--- src/rtl/tlb_pkg.sv ---
// Shared definitions for the TLB refill walker: exception codes, PTE layout,
// address field widths and the walk FSM encoding.
package tlb_pkg;

    localparam logic [4:0] EXC_MOD  = 5'd1;
    localparam logic [4:0] EXC_TLBL = 5'd2;
    localparam logic [4:0] EXC_TLBS = 5'd3;

    localparam int PTE_PPN_MSB = 31;
    localparam int PTE_PPN_LSB = 12;
    localparam int PTE_V_BIT   = 1;
    localparam int PTE_D_BIT   = 0;

    localparam int VPN_W    = 20;
    localparam int PPN_W    = 20;
    localparam int OFFSET_W = 12;

    typedef enum logic [2:0] {
        ST_IDLE,
        ST_MREQ,
        ST_MWAIT,
        ST_WRITE,
        ST_RESP
    } walk_state_t;

    // Single-level table: one 4-byte PTE per virtual page, wrapping modulo 2^32.
    function automatic logic [31:0] pte_addr(input logic [31:0] base, input logic [31:0] vaddr);
        return base + {vaddr[31:OFFSET_W], 2'b00};
    endfunction

endpackage

--- src/rtl/tlb_repl_ptr.sv ---
// Round-robin TLB replacement pointer; advances by one entry per successful refill.
module tlb_repl_ptr #(
    parameter int NUM_ENTRIES = 4
) (
    input  logic                           clk,
    input  logic                           reset,
    input  logic                           adv,
    output logic [$clog2(NUM_ENTRIES)-1:0] ptr
);

    localparam int IDX_W = $clog2(NUM_ENTRIES);

    logic [IDX_W-1:0] ptr_reg;

    always_ff @(posedge clk) begin
        if (reset) begin
            ptr_reg <= '0;
        end else if (adv) begin
            ptr_reg <= (ptr_reg == IDX_W'(NUM_ENTRIES - 1)) ? '0 : ptr_reg + 1'b1;
        end
    end

    assign ptr = ptr_reg;

endmodule

--- src/rtl/tlb_refill_walker.sv ---
// TLB miss refill engine: reads one PTE from a single-level page table, writes the
// translation into the TLB round-robin, and reports completion or a TLBL/TLBS fault.
module tlb_refill_walker
    import tlb_pkg::*;
#(
    parameter int TIMEOUT_CYCLES = 64,
    parameter int NUM_ENTRIES    = 4
) (
    input  logic                           clk,
    input  logic                           reset,
    input  logic                           req_valid,
    output logic                           req_ready,
    input  logic [31:0]                    req_vaddr,
    input  logic                           req_is_store,
    input  logic [31:0]                    pt_base,
    output logic                           mem_req_valid,
    input  logic                           mem_req_ready,
    output logic [31:0]                    mem_addr,
    input  logic                           mem_rvalid,
    input  logic [31:0]                    mem_rdata,
    output logic                           tlb_we,
    output logic [$clog2(NUM_ENTRIES)-1:0] tlb_widx,
    output logic [VPN_W-1:0]               tlb_wvpn,
    output logic [PPN_W-1:0]               tlb_wppn,
    output logic                           tlb_wv,
    output logic                           tlb_wd,
    output logic                           resp_valid,
    input  logic                           resp_ready,
    output logic                           resp_fault,
    output logic [4:0]                     resp_code,
    output logic [31:0]                    resp_badvaddr
);

    localparam int IDX_W = $clog2(NUM_ENTRIES);
    localparam int CNT_W = $clog2(TIMEOUT_CYCLES);

    walk_state_t      state_reg, state_next;
    logic [31:0]      vaddr_reg;
    logic [31:0]      mem_addr_reg;
    logic             is_store_reg;
    logic [PPN_W-1:0] ppn_reg;
    logic             dirty_reg;
    logic             fault_reg;
    logic [4:0]       code_reg;
    logic [CNT_W-1:0] cnt_reg;
    logic [CNT_W-1:0] cnt_next;
    logic             timeout_hit;
    logic             pte_valid;
    logic [4:0]       fault_code;
    logic [IDX_W-1:0] repl_ptr;
    logic             unused_pte_bits;

    assign cnt_next        = cnt_reg + 1'b1;
    assign timeout_hit     = (cnt_next == CNT_W'(TIMEOUT_CYCLES - 1));
    assign pte_valid       = mem_rdata[PTE_V_BIT];
    assign fault_code      = is_store_reg ? EXC_TLBS : EXC_TLBL;
    assign unused_pte_bits = ^mem_rdata[PTE_PPN_LSB-1:PTE_V_BIT+1];

    tlb_repl_ptr #(
        .NUM_ENTRIES(NUM_ENTRIES)
    ) u_repl_ptr (
        .clk  (clk),
        .reset(reset),
        .adv  (state_reg == ST_WRITE),
        .ptr  (repl_ptr)
    );

    always_ff @(posedge clk) begin
        if (reset) begin
            state_reg <= ST_IDLE;
        end else begin
            state_reg <= state_next;
        end
    end

    always_comb begin
        state_next = state_reg;
        case (state_reg)
            ST_IDLE:  if (req_valid) state_next = ST_MREQ;
            ST_MREQ:  if (mem_req_ready) state_next = ST_MWAIT;
            ST_MWAIT: begin
                // Data arriving in the timeout cycle takes priority over the abort.
                if (mem_rvalid) begin
                    state_next = pte_valid ? ST_WRITE : ST_RESP;
                end else if (timeout_hit) begin
                    state_next = ST_RESP;
                end
            end
            ST_WRITE: state_next = ST_RESP;
            ST_RESP:  if (resp_ready) state_next = ST_IDLE;
            default:  state_next = ST_IDLE;
        endcase
    end

    always_ff @(posedge clk) begin
        if (reset) begin
            vaddr_reg    <= '0;
            mem_addr_reg <= '0;
            is_store_reg <= 1'b0;
            ppn_reg      <= '0;
            dirty_reg    <= 1'b0;
            fault_reg    <= 1'b0;
            code_reg     <= '0;
            cnt_reg      <= '0;
        end else begin
            case (state_reg)
                ST_IDLE: begin
                    if (req_valid) begin
                        vaddr_reg    <= req_vaddr;
                        is_store_reg <= req_is_store;
                        mem_addr_reg <= pte_addr(pt_base, req_vaddr);
                        fault_reg    <= 1'b0;
                        code_reg     <= '0;
                    end
                end
                ST_MREQ: begin
                    if (mem_req_ready) cnt_reg <= '0;
                end
                ST_MWAIT: begin
                    cnt_reg <= cnt_next;
                    if (mem_rvalid) begin
                        ppn_reg   <= mem_rdata[PTE_PPN_MSB:PTE_PPN_LSB];
                        dirty_reg <= mem_rdata[PTE_D_BIT];
                        if (!pte_valid) begin
                            fault_reg <= 1'b1;
                            code_reg  <= fault_code;
                        end
                    end else if (timeout_hit) begin
                        fault_reg <= 1'b1;
                        code_reg  <= fault_code;
                    end
                end
                default: ;
            endcase
        end
    end

    always_comb begin
        req_ready     = (state_reg == ST_IDLE);
        mem_req_valid = (state_reg == ST_MREQ);
        resp_valid    = (state_reg == ST_RESP);
        tlb_we        = 1'b0;
        tlb_widx      = '0;
        tlb_wvpn      = '0;
        tlb_wppn      = '0;
        tlb_wv        = 1'b0;
        tlb_wd        = 1'b0;
        if (state_reg == ST_WRITE) begin
            tlb_we   = 1'b1;
            tlb_widx = repl_ptr;
            tlb_wvpn = vaddr_reg[31:OFFSET_W];
            tlb_wppn = ppn_reg;
            tlb_wv   = 1'b1;
            tlb_wd   = dirty_reg;
        end
    end

    assign mem_addr      = mem_addr_reg;
    assign resp_fault    = fault_reg;
    assign resp_code     = code_reg;
    assign resp_badvaddr = vaddr_reg;

endmodule

--- config.mk ---
export PLATFORM = sky130hd
export DESIGN_NAME = tlb_refill_walker
export DESIGN_NICKNAME = d
export VERILOG_FILES = /design/src/rtl/tlb_pkg.sv /design/src/rtl/tlb_repl_ptr.sv /design/src/rtl/tlb_refill_walker.sv
export SDC_FILE = /design/constraint.sdc
export NUM_CORES = 1
export LEC_CHECK = 0
export ABC_AREA = 1
export BUFFER_PORTS_ARGS = -buffer_cell sky130_fd_sc_hd__buf_2
export CAP_MARGIN = 20
export CORE_MARGIN = 10
export CORE_UTILIZATION = 54
export DETAILED_ROUTE_END_ITERATION = 12
export GPL_TIMING_DRIVEN = 0
export MAX_ROUTING_LAYER = met4
export PLACE_DENSITY = 0.95
export SETUP_SLACK_MARGIN = 0.15
export SYNTH_ARGS = -nofsm -noshare
export SYNTH_HDL_FRONTEND = slang
export SYNTH_SLANG_ARGS = --single-unit
--- constraint.sdc ---
create_clock -name clk -period 2.8 [get_ports clk]
set_input_delay 0.14 -clock clk [delete_from_list [all_inputs] [get_ports clk]]
set_output_delay 0.14 -clock clk [all_outputs]
set_load 0.005 [all_outputs]
==> metrics.md, run 1 <==
| Metric | Value |
|---|---|
| Outcome | complete, but fails checks |
| Failing checks | negative hold slack |
| Cell Chain, Critical Path | inv_1 -> nor3_1 -> inv_1 -> buf_2 -> buf_2 -> nor2_1 -> buf_2 |
| Placer Congestion | roughly 0.94 |
| Top cell type's share of synthesized area | 0.330 |
| Core ar. | 0.0108 mm2 |
| Pwr dens | between 600 and 700 mW/mm2 |
| Synth warnings | 0 |
| Synthesized flop and latch total | between 90 and 100 |
| Router iterations before antenna repair | 6 |
| Row count | 38 |
| Total gr overflow | 0 |
| Setup TNS | 0 ns |
| HP Class | primary input to flop |
| Die Y | about 130 um |
| Tot GR Track Use | 0.246 |
| Critical setup path kind | flop to output port |
| CP Max Fanout | 10 |
| Setup Slack @ Placement | slightly below 0.8 ns |
| Gate Count Post-Synth | around 950 |
| Min Clock Period, post-route | 2.16 ns |
| CTS buffer count | 9 |
| Dpl cell area | just over 0.007 mm2 |
| Fmax | ~460 MHz |
| Power Total | roughly 5 mW |
| CTS H-tree lvls | 3 |
| RSZ-0062 raised after global routing | false |
| Primary FF master, synth | dfxtp_1 |
| Ys async rst share | 0 |
| Critical path data arrival time | 2.02 ns |
| Area leader, netlist | dfxtp_1 |
| Final Instance Area | approximately 0.0075 mm2 |
| Final Hold Vio Count | 1 |
| Crit share post-route | 0.771 |
| CTS tree | yes |
| Clock tree sinks | 99 |
| Switching pwr | between 2 and 2.5 mW |
| Initial DRC Count | between 500 and 600 |
| Vias/cell | about 5.1 |
| Post-route DRC | 0 |
| Crit-path slowest cell | dfxtp_1 |
| Worst-path clk slew | about 0.11 ns |
| Clock Path Buffers | 2 |
| Dpl hpwl | 15900 um |
| Max-cap violations | 0 |
| IO buf count | 207 |
| Crit path capture type | output port |
| Resize count post-CTS | 0 |
| Die ar. | between 0.015 and 0.02 mm2 |
| Fin. max-slew vios | 0 |
| Seq pwr share | 0.385 |
| Root buf cell | clkbuf_8 |
| Area Growth Syn to Fin | 25.2% |
| Measured slew at the worst slew-check pin | 0.622 ns |
| Vias after detailed routing | about 6800 |
| Leakage | between 4 and 5 nW |
| Clock power share | 0.198 |
| Final Skew | ~0.017 ns |
| Critical Path Source Type | flop |
| Vias in the first global route | around 6500 |
| Worst Hold Slack | -0.000179 ns |
| Clock latency at the later pin of the worst-skew pair | 0.38 ns |
| Starting Density | 0.553 |
| Synth cell count leaders | 231 x nand2_1, 181 x inv_1, 99 x dfxtp_1 |
| Post-synth EDFFs | 0 |
| Worst vdd ir | 0.000569 V |
| CP Data Required Time | ~2.7 ns |
| Final Worst Setup Slack | 0.641 ns |
| Fraction of layout cells with a size suffix above 1 | 0.233 |
| Comb pwr share | 0.418 |
| Final setup fails | 0 |
| Switch share | 0.405 |
| Synth area leaders | dfxtp_1 33%, nand2_1 14%, inv_1 11%, a21oi_1 6.8%, nor2_1 5.7% |
| Slowest Stage Delay on Critical Path | roughly 0.41 ns |
| Seq/Total Area, Yosys | 0.330 |
| Syn Area/Cell | between 6 and 7 um2 |
| Antenna-violating nets left | 0 |
| Wire per inst | roughly 15 um |
| I/O pin total | ~220 |
| Pin count of the biggest net entering global routing | 19 |
| Internal power | between 3 and 4 mW |
| Die Wd | around 130 um |
| Worst Path Buf+Inv | 5 |
| Yosys cell types | 32 |
| Max-Slew Margin vs Limit | 0.586 |
| Initial antenna violation count | 1 |
| Cell Area, Synth | 0.00600 mm2 |
| First-pass GRT wire length | 31400 um |
| CP delay by family, top | buffers and inverters |
| Most common cell in the netlist | nand2_1 |
| Nets@finish | 1309 |
| Final wirelength | slightly below 20000 um |
| Worst path most repeated cell | buf_2 |
-- per-stage QoR --
| stage | utilization | std cells | hold slack, ns |
|---|---|---|---|
| after floorplan | - | 956 | 0.218 |
| after global placement | 0.666 | 1303 | 0.368 |
| after detailed placement | 0.666 | 1303 | 0.374 |
| after CTS | 0.692 | 1327 | 0.000361 |
| after global routing | 0.693 | 1328 | 0.00605 |
| final | 0.693 | 1328 | -0.000179 |
-- path summary, 6_finish.rpt --
path | startpoint | endpoint | slack (ns) | cells after the start
hold / removal | req_vaddr[8] | resp_badvaddr[8] | -0.0002 | 3
setup / recovery | state_reg[0] | tlb_wvpn[8] | 0.64 | 7
hold reg to reg | ppn_reg[11] | ppn_reg[11] | 0.46 | 2
setup reg to reg | state_reg[0] | mem_addr[13] | 1.12 | 10
-- worst register-to-register path, delay by kind of cell, from the launching register on --
kind / cells / cell delay (ns)
DFF: 1 / 0.36
and+or+nand+nor: 4 / 0.43
buffers and inverters: 5 / 0.57
AOI/OAI and AO/OA: 1 / 0.21
-- power by group through the flow --
stage / logic [mW] / registers [mW] / clock network, mW
finish: 2.11 / 1.94 / 0.998
global route: 2.34 / 1.99 / 1.05
CTS: 2.10 / 1.94 / 1.00
floorplan: 1.23 / 1.99 / 0
detailed placement: 2.08 / 1.97 / 0
global placement: 2.03 / 1.95 / 0
-- routing by layer --
metal  global-route usage  wire, um
met5                    -         0
met2                0.437      9900
met3               0.0541      1520
met1                0.261      7800
met4               0.0928       614
-- cell usage in the layout, fill, tap and decap left out, types with 5 or more instances in the layout --
cell type and n:
nand2_1 231, buf_2 222, inv_1 181, dfxtp_1 99
nor2_1 91, a21oi_1 81, o21ai_0 67, nand3_1 53
ha_1 23, clkbuf_1 15, o21a_1 15, nand4_1 12
xor2_1 11, nor2_2 9, clkbuf_8 9, o21bai_1 8
dlygate4sd3_1 8, nand2_2 7, buf_4 7, nor3_1 5
inv_2 5
-- cell type report --
class                      count  area [um2]
sequential                    99        1980
timing repair buffer         215        1120
tap                          140         175
antenna                        1        2.50
clock inverter                 7        85.1
buffer                        38         189
multi-input combinational    633        3140
inverter                     186         698
clock buffer                   9         124
fill                         933        3330
-- kinds of logic (layout without fill, tap and decap cells) --
| kind of cell | count (synthesis) | after routing | synth area share |
|---|---|---|---|
| AO/OA/AOI/OAI | 176 | 176 | 0.159 |
| XOR/XNOR | 11 | 11 | 0.0161 |
| adder cells (fa/ha/maj) | 24 | 24 | 0.0513 |
| buffers and inverters | 224 | 455 | 0.148 |
| flip-flops | 99 | 99 | 0.330 |
| other | 1 | 4 | 0.000625 |
| AND/OR/NAND/NOR | 419 | 419 | 0.295 |
-- what timing repair did --
item | 4_1_cts | 5_1_grt
endpoints found under the hold margin | 8 | 0
setup buffers | 0 | 0
hold buffers | 8 | 0
(Power assumes the default switching activity.)
==> run 2: changes to the inputs <==
--- a/config.mk
+++ b/config.mk
@@ -9,11 +9,11 @@
 export BUFFER_PORTS_ARGS = -buffer_cell sky130_fd_sc_hd__buf_2
 export CAP_MARGIN = 20
 export CORE_MARGIN = 10
-export CORE_UTILIZATION = 54
+export CORE_UTILIZATION = 45
 export DETAILED_ROUTE_END_ITERATION = 12
 export GPL_TIMING_DRIVEN = 0
 export MAX_ROUTING_LAYER = met4
-export PLACE_DENSITY = 0.95
+export PLACE_DENSITY = 0.87
 export SETUP_SLACK_MARGIN = 0.15
 export SYNTH_ARGS = -nofsm -noshare
 export SYNTH_HDL_FRONTEND = slang
==> constraint.sdc (replaced) <==
create_clock -name clk -period 1.75 [get_ports clk]
set_input_delay 0.0875 -clock clk [delete_from_list [all_inputs] [get_ports clk]]
set_output_delay 0.0875 -clock clk [all_outputs]
set_load 0.005 [all_outputs]
==> run 2 against run 1 <==
Net effect:
- the run now ends clean
- non-clock buffer count rose by 22
- largest power group unchanged
- total power rose by 79%
- sequential share of layout area fell by 2.3 points
- register-to-register slack got worse by 0.90 ns
- combinational power rose by 78%
- first-iteration DRC count fell by 32%
- count of clock-buffer cells in the layout did not move
- worst hold slack improved by 0.025 ns
- critical path depth did not move
- critical endpoint is now tlb_wppn[0]
- cell area rose by 10%
- routed wire length rose by 3.3%
==> metrics.md, run 2 (synthesis results as in run 1) <==
| Metric | Value |
|---|---|
| Switch share | 0.376 |
| CTS buffer count | 9 |
| Comb pwr share | 0.415 |
| Initial DRC Count | 407 |
| Fraction of layout cells with a size suffix above 1 | 0.282 |
| Critical Path Source Type | flop |
| Clock latency at the later pin of the worst-skew pair | 0.35 ns |
| Vias after detailed routing | a little under 7000 |
| Antenna-violating nets left | 0 |
| Most common cell after layout, fill and taps aside | nand2_1 |
| Switching pwr | about 3.4 mW |
| Fin. max-slew vios | 0 |
| Die ar. | 0.0183 mm2 |
| Post-route DRC | 0 |
| Pwr dens | roughly 1100 mW/mm2 |
| Internal power | between 5 and 6 mW |
| HP Class | primary input to flop |
| Tot GR Track Use | 0.216 |
| Placer Congestion | just over 0.9 |
| Worst Hold Slack | ~0.025 ns |
| Starting Density | 0.456 |
| Measured slew at the worst slew-check pin | roughly 0.65 ns |
| Total gr overflow | 0 |
| Worst-path clk slew | 0.07 ns |
| Router iterations before antenna repair | 5 |
| Seq pwr share | 0.346 |
| Initial antenna violation count | 0 |
| CP Max Fanout | 7 |
| Max-cap violations | 0 |
| Die Y | between 100 and 150 um |
| Clock power share | 0.239 |
| Crit-path slowest cell | dfxtp_4 |
| Vias/cell | between 4 and 5 |
| Clock tree sinks | 99 |
| CTS H-tree lvls | 3 |
| Fmax | 608 MHz |
| First-pass GRT wire length | 30900 um |
| Diodes inserted | 0 |
| Wire per inst | roughly 15 um |
| Setup TNS | 0 ns |
| Dpl cell area | about 0.0073 mm2 |
| I/O pin total | approximately 220 |
| RSZ-0062 raised after global routing | true |
| Clock Path Buffers | 2 |
| Vias in the first global route | between 6000 and 7000 |
| Final Hold Vio Count | 0 |
| CP Data Required Time | around 1.7 ns |
| Min Clock Period, post-route | 1.64 ns |
| CTS tree | yes |
| Max-Slew Margin vs Limit | 0.569 |
| Multi-input gate area | roughly 0.0033 mm2 |
| IO buf count | around 210 |
| Area Growth Syn to Fin | 37.7% |
| Final setup fails | 0 |
| Crit share post-route | 0.940 |
| Nets@finish | between 1000 and 1500 |
| Cell Chain, Critical Path | inv_4 -> nor3_4 -> inv_2 -> buf_12 -> clkbuf_16 -> nor2_2 -> buf_2 |
| Core ar. | between 0.01 and 0.015 mm2 |
| Worst vdd ir | about 0.00056 V |
| Critical path data arrival time | ~1.6 ns |
| Slowest Stage Delay on Critical Path | 0.37 ns |
| Final Skew | 0.0125 ns |
| Storage cell area | ~0.002 mm2 |
| Final Instance Area | just over 0.008 mm2 |
| Most frequent cells in the layout | 229 x nand2_1, 207 x buf_2, 177 x inv_1, 94 x dfxtp_1, 81 x a21oi_1 |
| Outcome | complete, no violations |
| Row count | 42 |
| Die Wd | about 140 um |
| Worst Path Buf+Inv | 5 |
| Leakage | roughly 4.4 nW |
| Final wirelength | around 20000 um |
| Root buf cell | clkbuf_16 |
| CP delay by family, top | buffers and inverters |
| Critical setup path kind | flop to output port |
| Crit path capture type | output port |
| Pin count of the biggest net entering global routing | 18 |
| Final-layout fill cell count | about 1200 |
| Dpl hpwl | approximately 16000 um |
[run 2: cell count changes in the layout (fill, tap and decap cells not counted), moves of 9 or more]
cell,before,now
nor2_1,91,60
buf_2,222,207
buf_6,0,14
nor2_2,9,26
nor2_4,0,14
clkbuf_16,0,11
clkbuf_8,9,0
[run 2: final timing paths]
| path | startpoint | endpoint | slack, ns | cells after the start |
|---|---|---|---|---|
| worst max-delay path | state_reg[0] | tlb_wppn[0] | 0.11 | 7 |
| worst min register to register | ppn_reg[18] | ppn_reg[18] | 0.46 | 2 |
| worst max register to register | state_reg[2] | mem_addr[10] | 0.22 | 8 |
| worst min-delay path | mem_rdata[14] | ppn_reg[2] | 0.02 | 3 |
[run 2: power groups by stage]
stage          logic (mW)  clock network (mW)  registers, mW
2_1_floorplan        1.96                   0           3.19
3_3_place_gp         3.28                   0           3.12
3_5_place_dp         3.33                   0           3.15
4_1_cts              3.49                2.19           3.11
5_1_grt              4.18                2.28           3.19
6_report             3.75                2.16           3.13
[run 2: cell type report]
class	count	area share
buffer	38	0.0361
clock buffer	9	0.0273
clock inverter	7	0.0120
inverter	186	0.0852
multi-input combinational	633	0.403
sequential	99	0.241
tap	176	0.0267
timing repair buffer	237	0.169
[run 2: stage by stage]
| step | worst slack, ns | cells | util | total power, mW |
|---|---|---|---|---|
| after floorplan | 0.159 | 956 | - | 5.15 |
| after CTS | 0.138 | 1380 | 0.603 | 8.80 |
| after detailed placement | -0.201 | 1339 | 0.553 | 6.47 |
| final | 0.105 | 1385 | 0.628 | 9.04 |
| after global placement | -0.188 | 1339 | 0.553 | 6.39 |
| after global routing | 0.0157 | 1385 | 0.628 | 9.65 |
[run 2: repair_timing]
item / 4_1_cts / 5_1_grt
buffers inserted: 7 / 3
hold buffers: 15 / 0
cloned: 3 / 2
pin swaps: 2 / 5
resized for setup: 32 / 91
hold endpoints to repair: 15 / 0
setup endpoints to repair: 46 / 121
[run 2: metal layers]
metal	vias up	share of wire	track usage
met3	42	0.072	0.0441
met4	0	0.030	0.0670
li1	3453	-	-
met2	240	0.49	0.381
met1	3009	0.40	0.238
met5	-	0	-
[run 2: worst reg2reg max path, cell delays in order, from the launching register on]
cell and delay (ns):
dfxtp_2 0.35, nor2_2 0.15, nand2_1 0.11, inv_2 0.07, nand2_2 0.09, clkbuf_4 0.22, clkbuf_4 0.21, o21bai_1 0.17
inv_1 0.05
==> run 3: changes to the inputs <==
--- a/config.mk
+++ b/config.mk
@@ -9,12 +9,14 @@
 export BUFFER_PORTS_ARGS = -buffer_cell sky130_fd_sc_hd__buf_2
 export CAP_MARGIN = 20
 export CORE_MARGIN = 10
-export CORE_UTILIZATION = 45
+export CORE_UTILIZATION = 46
 export DETAILED_ROUTE_END_ITERATION = 12
 export GPL_TIMING_DRIVEN = 0
 export MAX_ROUTING_LAYER = met4
-export PLACE_DENSITY = 0.87
+export PLACE_DENSITY = 0.88
+export REMOVE_ABC_BUFFERS = 1
 export SETUP_SLACK_MARGIN = 0.15
 export SYNTH_ARGS = -nofsm -noshare
 export SYNTH_HDL_FRONTEND = slang
+export SYNTH_HIERARCHICAL = 1
 export SYNTH_SLANG_ARGS = --single-unit
==> run 3 against run 2 <==
Net effect:
- largest power group unchanged
- die area is 0.90% lower
- worst hold slack worse by 0.016 ns
- synthesized area grew 1.1%
- sequential share of layout area up 0.89 points
- total power is 1.6% lower
- first-iteration DRC count is 14% higher
- final cell count decreased by 2.5%
- critical endpoint is now tlb_wppn[14]
- clock skew is 0.0049 ns lower
- setup slack improved by 0.014 ns
- clock power shrank 9.3%
- core utilization is 0.35 points lower
==> metrics.md, run 3 <==
| Metric | Value |
|---|---|
| Outcome | complete, no violations |
| Tot GR Track Use | 0.218 |
| Switching pwr | between 3 and 4 mW |
| Internal power | 5.35 mW |
| Initial DRC Count | approximately 460 |
| Reg2Reg Depth | 9 |
| Post-route DRC | 0 |
| Pwr dens | 1110 mW/mm2 |
| Die ar. | 0.0182 mm2 |
| Final Hold Vio Count | 0 |
| Die Wd | 135 um |
| Total gr overflow | 0 |
| Gate Count Post-Synth | 961 |
| CP Launch Point | state_reg[0] |
| Vias after detailed routing | around 6700 |
| Main combinational cell family by area after synthesis | simple AND/OR/NAND/NOR gates |
| Synthesized flop and latch total | between 90 and 100 |
| Final wirelength | roughly 21000 um |
| Clock latency at the later pin of the worst-skew pair | 0.35 ns |
| Row count | 41 |
| Cell Area, Synth | about 0.0061 mm2 |
| Synth area leaders | dfxtp_1 33%, nand2_1 14%, inv_1 11%, a21oi_1 6.8%, nor2_1 5.3% |
| Clock tree sinks | 99 |
| Clock power share | 0.220 |
| Primary FF master, synth | dfxtp_1 |
| Crit share post-route | 0.932 |
| Nets@finish | 1299 |
| Syn Area/Cell | between 6 and 7 um2 |
| Leakage | ~4.2 nW |
| Crit-path slowest cell | dfxtp_4 |
| Root buf cell | clkbuf_16 |
| Measured slew at the worst slew-check pin | about 0.53 ns |
| Min Clock Period, post-route | 1.63 ns |
| Worst-path clk slew | 0.07 ns |
| Core ar. | about 0.013 mm2 |
| CP Depth | 5 |
| Post-synth EDFFs | 0 |
| Synth cell count leaders | 229 x nand2_1, 183 x inv_1, 99 x dfxtp_1 |
| CTS tree | yes |
| Critical path data arrival time | approximately 1.5 ns |
| Seq/Total Area, Yosys | 0.327 |
| Crit path capture type | output port |
| Worst vdd ir | approximately 0.00057 V |
| CP Data Required Time | between 1.5 and 2 ns |
| Wire per inst | between 15 and 20 um |
| Vias in the first global route | approximately 6400 |
| CTS buffer count | 9 |
| Max-cap violations | 0 |
| Critical setup path kind | flop to output port |
| Clock Path Buffers | 2 |
| Synth Area in Adders | 0.0507 |
| Max-Slew Margin vs Limit | 0.644 |
| Most common cell after layout, fill and taps aside | nand2_1 |
| Vias/cell | around 4.9 |
| Final Skew | approximately 0.0076 ns |
| Antenna-violating nets left | 0 |
| Pin count of the biggest net entering global routing | 46 |
| Xor/xnor cell area share of the yosys netlist | 0.0159 |
| Comb pwr share | 0.428 |
| Die Y | ~130 um |
| Switch share | 0.398 |
| Fmax | just over 600 MHz |
| Final setup fails | 0 |
| Final Instance Area | between 0.007 and 0.008 mm2 |
| Dpl hpwl | about 15000 um |
| Most common cell in the netlist | nand2_1 |
| Most frequent cells in the layout | 225 x nand2_1, 205 x buf_2, 180 x inv_1, 94 x dfxtp_1, 82 x a21oi_1 |
| Power Total | 8.90 mW |
| Slowest Stage Delay on Critical Path | 0.38 ns |
| HP Class | primary input to flop |
| Synth warnings | 6 |
| Dpl cell area | roughly 0.0072 mm2 |
| Yosys cell types | 34 |
| Simple-Gate Fraction of Synth Area | 0.294 |
| Fin. max-slew vios | 0 |
| Synth Area in Compound Gates | 0.163 |
| Fraction of layout cells with a size suffix above 1 | 0.263 |
| CP Max Fanout | 6 |
| IO buf count | 207 |
| Critical Path Source Type | flop |
| Router iterations before antenna repair | 6 |
| WHS Path Cells | 3 |
| I/O pin total | between 200 and 250 |
| Top cell type's share of synthesized area | 0.327 |
| Placer Congestion | between 0.9 and 1 |
| Cell Chain, Critical Path | inv_4 -> nor3_4 -> bufinv_16 -> nor2_4 -> buf_2 |
| First-pass GRT wire length | 31500 um |
| Post-synthesis mux area share | 0 |
| Initial antenna violation count | 1 |
| Seq pwr share | 0.352 |
| CTS H-tree lvls | 3 |
| CP delay by family, top | buffers and inverters |
| Starting Density | 0.475 |
| Ys async rst share | 0 |
| FF-to-FF Start | state_reg[2] |
| Worst Min Path Start | mem_rdata[16] |
| Area Growth Syn to Fin | 31.6% |
| RSZ-0062 raised after global routing | true |
| Worst Path Buf+Inv | 3 |
| Area leader, netlist | dfxtp_1 |
[run 3: area by class of cell]
class | instances | area [um2]
Tap cell | 172 | 215
Multi-Input combinational cell | 638 | 3330
Fill cell | 1137 | 4790
Sequential cell | 99 | 2000
Clock inverter | 6 | 53.8
Clock buffer | 10 | 239
Inverter | 190 | 761
Antenna cell | 2 | 5.00
Timing Repair Buffer | 229 | 1320
Timing Repair inverter | 5 | 58.8
[run 3: worst reg2reg max path, cell delays in order (launching register included)]
cell	delay, ns
dfxtp_1	0.36
nor2_2	0.19
nand2_2	0.11
inv_4	0.09
nand2_8	0.12
buf_16	0.21
inv_16	0.11
nand3_1	0.12
o211ai_1	0.10
inv_1	0.06
[run 3: worst paths after layout]
path             endpoint  slack (ns)
min            ppn_reg[4]       0.009
min reg2reg   ppn_reg[10]        0.46
max reg2reg  mem_addr[14]        0.18
max          tlb_wppn[14]        0.12
[run 3: logic make-up after synthesis]
| logic type | count (synthesis) |
|---|---|
| other | 1 |
| AOI/OAI and AO/OA | 182 |
| xor gates and xnor gates | 11 |
| buffers and inverters | 227 |
| DFF | 99 |
| and+or+nand+nor | 417 |
| adders and majority gates | 24 |
[run 3: power groups by stage]
stage | Sequential [mW] | Clock [mW] | Combinational [mW]
detailed placement | 3.15 | 0 | 3.18
global route | 3.19 | 2.07 | 4.26
global placement | 3.11 | 0 | 3.08
finish | 3.13 | 1.96 | 3.80
CTS | 3.11 | 1.99 | 3.71
floorplan | 3.19 | 0 | 1.81
[run 3: per-layer routing]
layer / GRT usage / routed length (um)
met5: - / 0
met4: 0.0635 / 303
met3: 0.0527 / 1590
met2: 0.375 / 10200
met1: 0.245 / 8540
[run 3: timing repair]
action                                 CTS  global route
gates cloned                             5             2
endpoints found under the hold margin   13             0
setup endpoints to repair              121           108
pin swaps                                2             7
setup buffers                            4             2
hold buffers                            13             0
resized for setup                       23            42
[run 3: stage by stage]
step           hold slack [ns]  instances  utilization  setup WS, ns  setup TNS, ns
2_1_floorplan            0.157        926            -        -0.456         -15.55
3_3_place_gp             0.337       1305        0.559         -1.35         -86.17
3_5_place_dp             0.345       1307        0.562         -1.05         -44.66
4_1_cts                0.00654       1345        0.612         0.154              0
5_1_grt                 0.0211       1350        0.625        0.0349              0
6_report               0.00860       1351        0.625         0.119              0
